File: config.mk
export PLATFORM = sky130hd
export DESIGN_NAME = sub
export DESIGN_NICKNAME = d
export VERILOG_FILES = /design/src/rtl/sub.sv
export SDC_FILE = /design/constraint.sdc
export NUM_CORES = 1
export LEC_CHECK = 0
export CORE_MARGIN = 2
export CORE_UTILIZATION = 43
export CTS_BUF_LIST = sky130_fd_sc_hd__clkbuf_8
export CTS_CLUSTER_DIAMETER = 50
export DETAILED_ROUTE_END_ITERATION = 8
export GPL_ROUTABILITY_DRIVEN = 1
export PLACE_DENSITY = 0.84
export RECOVER_POWER = 100
export SYNTH_ARGS = -nofsm -noshare
export SYNTH_HDL_FRONTEND = slang
export SYNTH_SLANG_ARGS = --single-unit
File: constraint.sdc
create_clock -name clk -period 4.8 [get_ports clk]
set_clock_uncertainty 0.2 [all_clocks]
set_input_delay 0.72 -clock clk [delete_from_list [all_inputs] [get_ports clk]]
set_output_delay 0.72 -clock clk [all_outputs]
set_load 0.03 [all_outputs]
File: src/rtl/sub.sv
// Subtractor with combinational difference/flags and a one-cycle registered copy.
// Optional sticky signed-overflow flag is built only when SUB_STICKY_OVF_EN is defined.
module sub #(
  parameter int WIDTH = 32
) (
  input  logic             clk,
  input  logic             rst,
  input  logic [WIDTH-1:0] input1,
  input  logic [WIDTH-1:0] input2,
  input  logic             clr_sticky,
  output logic [WIDTH-1:0] out,
  output logic             flag_z,
  output logic             flag_n,
  output logic             flag_b,
  output logic             flag_v,
  output logic [WIDTH-1:0] out_q,
  output logic [3:0]       flags_q,
  output logic             ovf_sticky
);

  logic [WIDTH:0] diff_ext;
  logic [3:0]     flags_d;

  // The extra MSB of the zero-extended difference is the borrow out.
  assign diff_ext = {1'b0, input1} - {1'b0, input2};
  assign out      = diff_ext[WIDTH-1:0];
  assign flag_b   = diff_ext[WIDTH];
  assign flag_z   = (out == '0);
  assign flag_n   = out[WIDTH-1];
  assign flag_v   = (input1[WIDTH-1] != input2[WIDTH-1]) &&
                    (out[WIDTH-1] != input1[WIDTH-1]);
  assign flags_d  = {flag_z, flag_n, flag_b, flag_v};

  // NOTE: reset sits in the sensitivity list so outputs clear without waiting for clk;
  // sequential state uses non-blocking assignments only.
  always_ff @(posedge clk or posedge rst) begin
    if (rst) begin
      out_q   <= '0;
      flags_q <= 4'b0000;
    end else begin
      out_q   <= out;
      flags_q <= flags_d;
    end
  end

`ifdef SUB_STICKY_OVF_EN
  logic sticky_q;
  logic sticky_d;

  // Set has priority over clear so a concurrent overflow is never lost.
  always_comb begin
    sticky_d = flag_v | (sticky_q & ~clr_sticky);
  end

  always_ff @(posedge clk or posedge rst) begin
    if (rst) sticky_q <= 1'b0;
    else     sticky_q <= sticky_d;
  end

  assign ovf_sticky = sticky_q;
`else
  logic unused_clr_sticky;
  assign unused_clr_sticky = clr_sticky;
  assign ovf_sticky        = 1'b0;
`endif

endmodule

### Yosys cells after proc, flatten, opt, wreduce, memory -nomap -nowiden

Cells that the tools add are included.

* memories kept: 0
* output and inout port bits: 73
* logic and storage cells: 7
* ROM bits: 0
* bits in latches: 0
* bits in writable memories: 0
* bits in registers: 36

* muxes and demuxes: 0
* equality and inequality tests: 2
* shift operators: 0
* add/subtract/negate cells: 1
* bitwise operators: 0
* reduce and logical (&&, ||, !) cells: 2
* multipliers: 0
* magnitude comparators: 0
* divide/modulo/power cells: 0

Operator list (number)
* subtractor 32 x 32 -> 33 bit: 1
* logical NOT 32 bit: 1
* inequality test 1 bit: 2
* logical AND 1 bit: 1

### Logic depth before layout (Yosys ltp)

* depth after elaboration: 3
* gate-level depth with buffers: 13

### Worst setup path after synthesis

Ideal clock, no wire load.

* kind: input -> output
* from: in input2[5]
* to: out flag_z
* path slack: -0.319 ns
* path buffers: 1
* data arrival time: 4.199 ns
* data required time: 3.880 ns
* stages: 13
* cell sequence: inv_1 > ha_1 > buf_2 > nand4_1 > nor3_1 > a31oi_1 > a2111oi_0 > nor2_1 > o31ai_1 > xor2_1 > or4b_1 > nor4b_2 > nor4b_2

* longest elaborated chain between the ends: 2

Ends and longest elaborated chain
* start, declared: line 9 `input logic [WIDTH-1:0] input2,`
* subtractor 32 x 32 -> 33 bit: line 25 `assign diff_ext = {1'b0, input1} - {1'b0, input2};`
* via out[29]: line 11 `output logic [WIDTH-1:0] out,`
* logical NOT 32 bit: line 28 `assign flag_z = (out == '0);`
* end, declared: line 12 `output logic flag_z,`

The timed path passes the listed nets, and every way through them passes these cells.

### Worst setup path in the final report

* from: in input2[8]
* to: out flag_z

* longest elaborated chain between the ends: 2

Ends and longest elaborated chain (line)
* subtractor 32 x 32 -> 33 bit: 25
* logical NOT 32 bit: 28

No other way between the ends.

==> impl_metrics.env <==
export IMPL_peakVddDrop_v=0.0001487
export IMPL_start_util_pct=44.00
export IMPL_nNetsFinal=715
export IMPL_combPwrFrac_pct=65.3
export IMPL_routabilityCongestion=0.9476
export IMPL_drtIter0Drc=462
export IMPL_wirelength_mm=15.77
export IMPL_diodes=0
export IMPL_avgSynthCellArea_um2=8.496
export IMPL_die_area_mm2=0.007555
export IMPL_h_tree_depth=2
export IMPL_hold_viol_final=0
export IMPL_grt_use_total_pct=35.28
export IMPL_ys_flop_type="dfrtp_1"
export IMPL_timing_fmax_ghz=0.1926
export IMPL_end_kind="primary output"
export IMPL_synthCells=348
export IMPL_synthMuxAreaShare_pct=0
export IMPL_core_mm2=0.006719
export IMPL_die_y_um=86.92
export IMPL_power_share_clock_pct=15.0
export IMPL_synth_enable_flop_cells=0
export IMPL_hpwl_mm=8.555
export IMPL_critical_path_class="input port to primary output"
export IMPL_clk_pin_slew_ns=0.08
export IMPL_yosys_area_share_simple_pct=18.07
export IMPL_synth_top_area_share_pct=29.62
export IMPL_cp_max_fo=6
export IMPL_synth_area_leaders="dfrtp_1, ha_1, inv_1"
export IMPL_p_total_uw=1876
export IMPL_p_sw_share_pct=44.80
export IMPL_synth_warnings=0
export IMPL_placed_cell_area_mm2=0.005107
export IMPL_slew_viol_final=36
export IMPL_drt_pass1_iterations=6
export IMPL_clock_sinks=35
export IMPL_syn_nets=448
export IMPL_wire_per_inst_um=22.65
export IMPL_grt_pass1_wl_mm=20.69
export IMPL_seqPwrFrac_pct=19.7
export IMPL_final_cell_count_no_fill=696
export IMPL_internal_power_uw=1035
export IMPL_required_ns=3.88
export IMPL_clock_path_buffers=2
export IMPL_ys_types=58
export IMPL_period_share_pct=108.1
export IMPL_placed_cells=655
export IMPL_slew_headroom_pct=-35.62
export IMPL_antenna_left=0
export IMPL_p_sw_uw=840.4
export IMPL_grt_pass1_vias=4088
export IMPL_multi_input_area_mm2=0.002540
export IMPL_hp_class="input port to register"
export IMPL_netlist_area_mm2=0.002957
export IMPL_layout_drive_gt1_share_pct=43.67
export IMPL_max_cap_violations=1
export IMPL_grt_max_degree=36
export IMPL_status="finished, violations left"
export IMPL_rsz0062_at_grt="yes"
export IMPL_synth_top_area_cell="dfrtp_1"
export IMPL_cts_root_buf="clkbuf_8"
export IMPL_synthXorXnorAreaFrac_pct=5.628
export IMPL_io_pin_count=140
export IMPL_synth_compound_area_share_pct=25.35
export IMPL_setup_viol=1
export IMPL_numPortBuffers=137
export IMPL_finalInstanceArea_mm2=0.006091
export IMPL_ys_seq_area_share_pct=29.62
export IMPL_antenna_found_initial=0
export IMPL_num_rows=30
export IMPL_synthAdderAreaFrac_pct=14.22
export IMPL_power_leakage_uw=0.002785
export IMPL_critical_path_arrival_ns=4.27
export IMPL_ys_ff_latch=35
export IMPL_min_delay_start="input2[0]"
export IMPL_fin_ws_ns=-0.3908
export IMPL_chipWidth_um=86.92
export IMPL_areaGrowthSynthToFinish_pct=106.0
export IMPL_synth_top_family_by_area="compound AO/OA/AOI/OAI gates"
export IMPL_ff_latch_area_um2=875.8
export IMPL_grt_remaining_overflow=0
export IMPL_viasPerCell=6.236
export IMPL_tightest_slew_ns=2.034
export IMPL_start_kind="input port"
export IMPL_fin_crit_ns=5.191
export IMPL_drc=0
export IMPL_cts_tree="done"
export IMPL_cts_inserted_buffers=5
export IMPL_via_count=4340
export IMPL_violations="max-capacitance violations, max-slew violations, negative setup slack"
export IMPL_postCtsHoldBufs=0
export IMPL_cp_startpoint="input2[8]"
export IMPL_cellPowerDensity_mw_per_mm2=308.0
export IMPL_nFillCells=275
export IMPL_async_flop_share_pct=100.0
==> path summary, 6_finish.rpt <==
kind                             end  slack, ns  depth (start not counted)
worst min-delay path        out_q[0]       0.57                          3
max in group asynchronous  out_q[19]       1.84                          3
min in group asynchronous  out_q[18]       1.40                          3
worst max-delay path          flag_z      -0.39                         16
==> what timing repair did <==
action                                  in CTS  in global routing
setup buffers                               28                  5
endpoints found under the setup margin       7                  5
gates resized for setup                    152                 48
pin swaps                                   51                 40
==> layout by cell type, fill, tap and decap left out, drive strengths merged, types with 10 or more instances in the layout <==
cell type	count
nor2	22
nand2	19
inv	45
xnor2	10
dfrtp	35
o21ai	24
clkdlybuf4s50	54
buf	157
dlygate4sd3	37
ha	32
a21oi	26
==> power groups by stage <==
stage          clock, µW  combinational (µW)  sequential (µW)
6_report             281                1230              370
2_1_floorplan          0                 397              494
3_3_place_gp           0                 999              372
3_5_place_dp           0                1020              373
4_1_cts              272                1130              369
5_1_grt              295                1260              373
==> cell type report <==
class	count	share of cell area [%]
clock buffer	5	1.130
clock inverter	3	0.7190
inverter	45	2.814
multi-input combinational	262	41.70
sequential	35	14.38
tap	80	1.643
timing repair buffer	266	37.61
==> per-stage QoR <==
stage | hold slack (ns) | setup TNS (ns) | setup WS (ns) | util (%)
floorplan | 0.6743 | 0 | 0.02086 | -
global placement | 0.9491 | -1.445 | -0.7779 | 76.01
detailed placement | 0.9544 | -2.378 | -0.9560 | 76.01
CTS | 0.5463 | -0.2291 | -0.2291 | 87.30
global route | 0.5728 | -0.6236 | -0.5096 | 90.65
finish | 0.5655 | -0.3908 | -0.3908 | 90.65
==> kinds of logic after synthesis <==
kind of cell | Yosys count
adders and majority gates | 33
buffers and inverters | 51
other | 1
xor gates and xnor gates | 19
and+or+nand+nor | 98
DFF | 35
AOI/OAI and AO/OA | 111
==> critical path: stages <==
cell and delay (ns):
dlygate4sd2_1 0.27, inv_2 0.09, ha_4 0.21, buf_6 0.14, and3_4 0.16, a221oi_2 0.30
o21ai_2 0.15, a211oi_2 0.27, buf_4 0.19, xnor2_4 0.09, a211oi_2 0.25, nand4b_1 0.17
or4b_4 0.53, nor4b_4 0.25, nor4b_4 0.30, buf_6 0.18
==> per-layer routing <==
metal | track usage (%) | vias up | share of wire [%]
li1 | - | 1787 | -
met1 | 40.04 | 1990 | 34
met2 | 62.87 | 412 | 48
met3 | 6.635 | 151 | 10
met4 | 17.47 | 0 | 7.9
met5 | 0 | - | 0
==> cell usage after synthesis (all sizes together) (2+ instances only) <==
master	n
inv	45
dfrtp	35
ha	32
a21oi	26
o21ai	24
nor2	22
nand2	19
xnor2	10
a21o	9
nand3	9
xor2	9
a211oi	7
nor3	7
o21a	7
buf	6
and2	5
nand2b	5
a31oi	4
nor2b	4
o31ai	4
or2	4
a2111oi	3
and3	3
nand4	3
o211ai	3
o21bai	3
or3	3
a211o	2
a311o	2
a41oi	2
and4	2
nand3b	2
nor3b	2
nor4b	2
o2111ai	2
o211a	2
o311ai	2
o31a	2
or3b	2
==> flip-flops by register name (all words and copies together), names as in the netlist <==
signal / cells
out_q: 31
flags_q: 4
No activity file was read; power rests on OpenSTA's default activity.
